$ cat src/rtl/axi_wr_decoder.sv
`default_nettype none
`timescale 1ns/1ps
// ============================================================================
// Module   : axi_wr_decoder
// Purpose  : Single-outstanding AXI write-channel router. Decodes
//            AWADDR_M[31:16] to slave port S0 (peripheral), S1 (WDT wrapper)
//            or an internal default slave that answers with DECERR.
// Revision : 1.0 - initial release
// ============================================================================
module axi_wr_decoder #(
  parameter logic [15:0] S0_HI = 16'h0001,
  parameter logic [15:0] S1_HI = 16'h1001
) (
  input  logic        clk,
  input  logic        rst,

  // Master write address
  input  logic [7:0]  AWID_M,
  input  logic [31:0] AWADDR_M,
  input  logic [3:0]  AWLEN_M,
  input  logic [2:0]  AWSIZE_M,
  input  logic [1:0]  AWBURST_M,
  input  logic        AWVALID_M,
  output logic        AWREADY_M,
  // Master write data
  input  logic [31:0] WDATA_M,
  input  logic [3:0]  WSTRB_M,
  input  logic        WLAST_M,
  input  logic        WVALID_M,
  output logic        WREADY_M,
  // Master write response
  output logic [7:0]  BID_M,
  output logic [1:0]  BRESP_M,
  output logic        BVALID_M,
  input  logic        BREADY_M,

  // Slave 0 (general peripheral)
  output logic [7:0]  AWID_S0,
  output logic [31:0] AWADDR_S0,
  output logic [3:0]  AWLEN_S0,
  output logic [2:0]  AWSIZE_S0,
  output logic [1:0]  AWBURST_S0,
  output logic        AWVALID_S0,
  input  logic        AWREADY_S0,
  output logic [31:0] WDATA_S0,
  output logic [3:0]  WSTRB_S0,
  output logic        WLAST_S0,
  output logic        WVALID_S0,
  input  logic        WREADY_S0,
  input  logic [7:0]  BID_S0,
  input  logic [1:0]  BRESP_S0,
  input  logic        BVALID_S0,
  output logic        BREADY_S0,

  // Slave 1 (WDT wrapper)
  output logic [7:0]  AWID_S1,
  output logic [31:0] AWADDR_S1,
  output logic [3:0]  AWLEN_S1,
  output logic [2:0]  AWSIZE_S1,
  output logic [1:0]  AWBURST_S1,
  output logic        AWVALID_S1,
  input  logic        AWREADY_S1,
  output logic [31:0] WDATA_S1,
  output logic [3:0]  WSTRB_S1,
  output logic        WLAST_S1,
  output logic        WVALID_S1,
  input  logic        WREADY_S1,
  input  logic [7:0]  BID_S1,
  input  logic [1:0]  BRESP_S1,
  input  logic        BVALID_S1,
  output logic        BREADY_S1
);

  // Transaction phase
  localparam logic [1:0] ST_IDLE = 2'd0;
  localparam logic [1:0] ST_DATA = 2'd1;
  localparam logic [1:0] ST_RESP = 2'd2;

  // Route target encoding
  localparam logic [1:0] TGT_S0  = 2'd0;
  localparam logic [1:0] TGT_S1  = 2'd1;
  localparam logic [1:0] TGT_DEF = 2'd2;

  localparam logic [1:0] RESP_DECERR = 2'b11;

  logic [1:0] state_q, state_d;
  logic [1:0] tgt_q,   tgt_d;
  logic [7:0] id_q,    id_d;

  logic [1:0] w_dec_tgt;
  logic       w_aw_hs;
  logic       w_w_last_hs;
  logic       w_b_hs;

  // Payloads are broadcast; only the valids are steered.
  assign AWID_S0    = AWID_M;
  assign AWADDR_S0  = AWADDR_M;
  assign AWLEN_S0   = AWLEN_M;
  assign AWSIZE_S0  = AWSIZE_M;
  assign AWBURST_S0 = AWBURST_M;
  assign WDATA_S0   = WDATA_M;
  assign WSTRB_S0   = WSTRB_M;
  assign WLAST_S0   = WLAST_M;

  assign AWID_S1    = AWID_M;
  assign AWADDR_S1  = AWADDR_M;
  assign AWLEN_S1   = AWLEN_M;
  assign AWSIZE_S1  = AWSIZE_M;
  assign AWBURST_S1 = AWBURST_M;
  assign WDATA_S1   = WDATA_M;
  assign WSTRB_S1   = WSTRB_M;
  assign WLAST_S1   = WLAST_M;

  // Address decode on the upper half-word of AWADDR
  always_comb begin
    if (AWADDR_M[31:16] == S0_HI) begin
      w_dec_tgt = TGT_S0;
    end else if (AWADDR_M[31:16] == S1_HI) begin
      w_dec_tgt = TGT_S1;
    end else begin
      w_dec_tgt = TGT_DEF;
    end
  end

  // Channel steering: each channel is only open in its own phase. While rst
  // is high every valid/ready is forced low so nothing leaks through the
  // combinational IDLE path.
  always_comb begin
    AWVALID_S0 = 1'b0;
    AWVALID_S1 = 1'b0;
    AWREADY_M  = 1'b0;
    WVALID_S0  = 1'b0;
    WVALID_S1  = 1'b0;
    WREADY_M   = 1'b0;
    BVALID_M   = 1'b0;
    BID_M      = 8'h00;
    BRESP_M    = 2'b00;
    BREADY_S0  = 1'b0;
    BREADY_S1  = 1'b0;

    case (state_q)
      ST_IDLE: begin
        case (w_dec_tgt)
          TGT_S0: begin
            AWVALID_S0 = AWVALID_M;
            AWREADY_M  = AWREADY_S0;
          end
          TGT_S1: begin
            AWVALID_S1 = AWVALID_M;
            AWREADY_M  = AWREADY_S1;
          end
          default: begin
            AWREADY_M  = 1'b1;
          end
        endcase
      end
      ST_DATA: begin
        case (tgt_q)
          TGT_S0: begin
            WVALID_S0 = WVALID_M;
            WREADY_M  = WREADY_S0;
          end
          TGT_S1: begin
            WVALID_S1 = WVALID_M;
            WREADY_M  = WREADY_S1;
          end
          default: begin
            WREADY_M  = 1'b1;
          end
        endcase
      end
      ST_RESP: begin
        case (tgt_q)
          TGT_S0: begin
            BVALID_M  = BVALID_S0;
            BID_M     = BID_S0;
            BRESP_M   = BRESP_S0;
            BREADY_S0 = BREADY_M;
          end
          TGT_S1: begin
            BVALID_M  = BVALID_S1;
            BID_M     = BID_S1;
            BRESP_M   = BRESP_S1;
            BREADY_S1 = BREADY_M;
          end
          default: begin
            BVALID_M  = 1'b1;
            BID_M     = id_q;
            BRESP_M   = RESP_DECERR;
          end
        endcase
      end
      default: begin
      end
    endcase

    if (rst) begin
      AWVALID_S0 = 1'b0;
      AWVALID_S1 = 1'b0;
      AWREADY_M  = 1'b0;
      WVALID_S0  = 1'b0;
      WVALID_S1  = 1'b0;
      WREADY_M   = 1'b0;
      BVALID_M   = 1'b0;
      BID_M      = 8'h00;
      BRESP_M    = 2'b00;
      BREADY_S0  = 1'b0;
      BREADY_S1  = 1'b0;
    end
  end

  assign w_aw_hs     = AWVALID_M & AWREADY_M;
  assign w_w_last_hs = WVALID_M & WREADY_M & WLAST_M;
  assign w_b_hs      = BVALID_M & BREADY_M;

  // Phase sequencing; WLAST alone closes the data phase (AWLEN is not counted)
  always_comb begin
    state_d = state_q;
    tgt_d   = tgt_q;
    id_d    = id_q;
    case (state_q)
      ST_IDLE: begin
        if (w_aw_hs) begin
          state_d = ST_DATA;
          tgt_d   = w_dec_tgt;
          id_d    = AWID_M;
        end
      end
      ST_DATA: begin
        if (w_w_last_hs) begin
          state_d = ST_RESP;
        end
      end
      ST_RESP: begin
        if (w_b_hs) begin
          state_d = ST_IDLE;
        end
      end
      default: begin
        state_d = ST_IDLE;
      end
    endcase
  end

  // Phase, route and ID registers with asynchronous reset
  always_ff @(posedge clk or posedge rst) begin
    if (rst) begin
      state_q <= ST_IDLE;
      tgt_q   <= 2'd0;
      id_q    <= 8'h00;
    end else begin
      state_q <= state_d;
      tgt_q   <= tgt_d;
      id_q    <= id_d;
    end
  end

endmodule
`default_nettype wire

$ cat config.mk
export PLATFORM = sky130hd
export DESIGN_NAME = axi_wr_decoder
export DESIGN_NICKNAME = d
export VERILOG_FILES = /design/src/rtl/axi_wr_decoder.sv
export SDC_FILE = /design/constraint.sdc
export NUM_CORES = 1
export LEC_CHECK = 0
export CORE_AREA = 4 4 118 120
export CTS_CLUSTER_DIAMETER = 30
export CTS_CLUSTER_SIZE = 28
export DETAILED_ROUTE_END_ITERATION = 8
export DIE_AREA = 0 0 122 124
export SLEW_MARGIN = 20
export SYNTH_ARGS = -nofsm -noshare
export SYNTH_HDL_FRONTEND = slang
export SYNTH_SLANG_ARGS = --single-unit
$ cat constraint.sdc
create_clock -name clk -period 1.28 [get_ports clk]
set_input_delay 0.192 -clock clk [delete_from_list [all_inputs] [get_ports clk]]
set_output_delay 0.192 -clock clk [all_outputs]
set_load 0.1 [all_outputs]
==> results of run 1 <==
-- Yosys cell counts (all sizes together) --
library cell  count  area (sq um)
nor4b             1          15.0
nand2             5          18.8
clkbuf            1          3.75
nor2b             1          6.26
and2              1          6.26
nor2             16          60.1
o21ai             3          26.3
inv               4          15.0
a2bb2oi           1          8.76
nor4              2          12.5
nand4             2          18.8
a31o              1          8.76
or3b              1          8.76
nor3              7          35.0
a21o              1          8.76
a211oi            1          7.51
nor3b             3          22.5
mux2              8          90.1
dfrtp            12           300
o21a              1          7.51
nand2b            2          12.5
mux2i            11           110
nand3b            1          7.51
buf             176          1310
a21oi            12          60.1
-- area by class of cell --
type	count	area share [%]
tap	176	5.66
sequential	12	7.78
timing repair buffer	170	60.3
inverter	4	0.482
clock buffer	4	2.28
multi-input combinational	81	23.5
-- worst max-delay path by stage --
stage,from,end,slack [ps],depth (start not counted)
2_1_floorplan,state_q[1],WVALID_S1,-620,3
3_3_place_gp,AWADDR_M[16],AWVALID_S0,-810,6
3_5_place_dp,AWADDR_M[16],AWVALID_S0,-810,6
4_1_cts,state_q[0],WVALID_S1,-510,5
5_1_grt,state_q[0],WVALID_S1,-550,5
6_report,state_q[0],BVALID_M,-500,4
-- repair_timing --
item,4_1_cts,5_1_grt
setup endpoints to repair,38,31
resized for setup,66,10
pin swaps,13,7
setup buffers,7,3
-- state kept, by name (all words and copies together), names as in the netlist --
| register | cells |
|---|---|
| state_q | 2 |
| tgt_q | 2 |
| id_q | 8 |
-- layer usage --
metal	track usage, %	vias to the layer above	share of wire (%)
met5	0	-	0
met4	3.22	0	1.3
met3	2.13	17	8.1
met2	15.7	69	57
met1	8.57	676	33
li1	-	705	-
-- cells by family after synthesis --
group | Yosys count | synth area share [%]
buffers and inverters | 181 | 60.9
and+or+nand+nor | 42 | 10.3
AOI/OAI and AO/OA | 20 | 5.86
muxes | 19 | 9.19
DFF | 12 | 13.8
-- through the flow --
step | hold slack [ps] | setup TNS (ps) | utilization (%) | power (W) | area [sq um]
after global placement | 385 | -18720 | 27.8 | 0.00374 | 3610
after CTS | 196 | -11810 | 29.5 | 0.00464 | 3830
after floorplan | 2.48 | -10730 | - | 0.00441 | 2470
final | 196 | -11840 | 30.0 | 0.00467 | 3890
after global routing | 239 | -13600 | 30.0 | 0.00490 | 3890
after detailed placement | 385 | -19090 | 27.8 | 0.00378 | 3610
-- critical path, stage by stage, from the launching register on --
cell     delay (ps)
dfrtp_2         420
or3b_4          420
buf_12          170
a21oi_4         140
buf_12          190
-- power groups by stage --
stage	registers [W]	logic, W	clock network, W
after floorplan	0.000644	0.00377	0
after global placement	0.000711	0.00303	0
after detailed placement	0.000709	0.00307	0
after CTS	0.000726	0.00328	0.000639
after global routing	0.000767	0.00347	0.000658
final	0.000731	0.00332	0.000619
==> results_dict.tcl, run 1 <==
set metrics [dict create \
    status "finished with violations" \
    violations "negative setup slack" \
    ys.warnings.count 0 \
    grt_max_degree 11 \
    endpoint_kind "primary output" \
    layout_commonest_cell "buf_12" \
    dp_cells 436 \
    critPathKind "reg2out" \
    core_sq_um 13000 \
    reg2reg_slack_ps -390 \
    cts_buffers 3 \
    seqPwrFrac_pct 15.6 \
    cts_buffer_depth 2 \
    grt_antenna_before_repair 0 \
    pre_cts_ws_ps -806 \
    slew_headroom_pct 78.8 \
    grt_pass1_wl_microns 9630 \
    htreeDepth 1 \
    rr_endpoint "id_q[3]" \
    synth_area_sq_um 2180 \
    post_drt_wl_per_cell_microns 14.3 \
    syn_area_per_cell_sq_um 7.95 \
    worstSetupStartpointType "flop" \
    worstRegToRegCells 8 \
    setup-violations-final 31 \
    gp_congestion 0.745 \
    fin_nets 389 \
    finalNonFillerCells 447 \
    timing.fmax_ghz 0.563 \
    nFillCells 1313 \
    ant_nets 0 \
    vdd_drop_max_v 0.000330 \
    p_sw_w 0.00217 \
    syn2layout_area_growth_pct 78.5 \
    setup_slack_ps -496 \
    finalMaxSlewViolations 0 \
    drt_pre_antenna_iters 4 \
    die_h_microns 124 \
    grt_usage_pct 8.22 \
    cts_root_buffer "clkbuf_16" \
    crit_arrival_ps 1580 \
    cts_sinks 12 \
    power.internal_w 0.00250 \
    cp_max_fo 6 \
    cts_tree "done" \
    multi_input_area_sq_um 916 \
    worstHoldPathType "in2async" \
    die_x_microns 122 \
    rsz0062_at_grt "true" \
    pwr-share-clk_pct 13.3 \
    cap_violations 0 \
    initial_core_util_pct 16.8 \
    drive_gt1_share_pct 67.9 \
    period_minus_slack_ps 1780 \
    io_buffer_count 124 \
    syn_inst 274 \
    finalHoldViolCount 0 \
    max_slew.worst_pin.slew_ps 317 \
    fp.dieArea_sq_um 15100 \
    place_hpwl_microns 5800 \
    first_iter_violations 10 \
    diodes 0 \
    layout_common_cells "buf_12 (72), clkdlybuf4s50_1 (38), buf_4 (33)" \
    syn-num-nets 391 \
    drt-total-wl_microns 6390 \
    p_leak_nw 1.62 \
    drc 0 \
    finalCritPeriodShare_pct 139 \
    path_clk_slew_ps 40 \
    skew_ps 1.25 \
    clock_latency_ps 230 \
    ctsHoldBuffers 0 \
    seq_area_sq_um 303 \
    pin_count 308 \
    pwr-share-comb_pct 71.1 \
    crit_required_ps 1090 \
    vias 1467 \
    p_sw_share_pct 46.5 \
    ys_seq_area_share_pct 13.8 \
    ys_seq_elements 12 \
    overflow 0 \
    p_per_area_nw_per_um2 1200 \
    viasPerCell 3.28 \
    num_rows 42 \
    r2r-start "state_q[1]" \
    first_global_vias 1727 \
    synth_cell_types 29 \
]
No activity file was read; power rests on OpenSTA's default activity.
==> run 2: changes to the inputs <==
--- a/config.mk
+++ b/config.mk
@@ -7,7 +7,7 @@
 export LEC_CHECK = 0
 export CORE_AREA = 4 4 118 120
 export CTS_CLUSTER_DIAMETER = 30
-export CTS_CLUSTER_SIZE = 28
+export CTS_CLUSTER_SIZE = 12
 export DETAILED_ROUTE_END_ITERATION = 8
 export DIE_AREA = 0 0 122 124
 export SLEW_MARGIN = 20
==> results of run 2 <==
Final layout, timing and power as in run 1 (identical DEF).
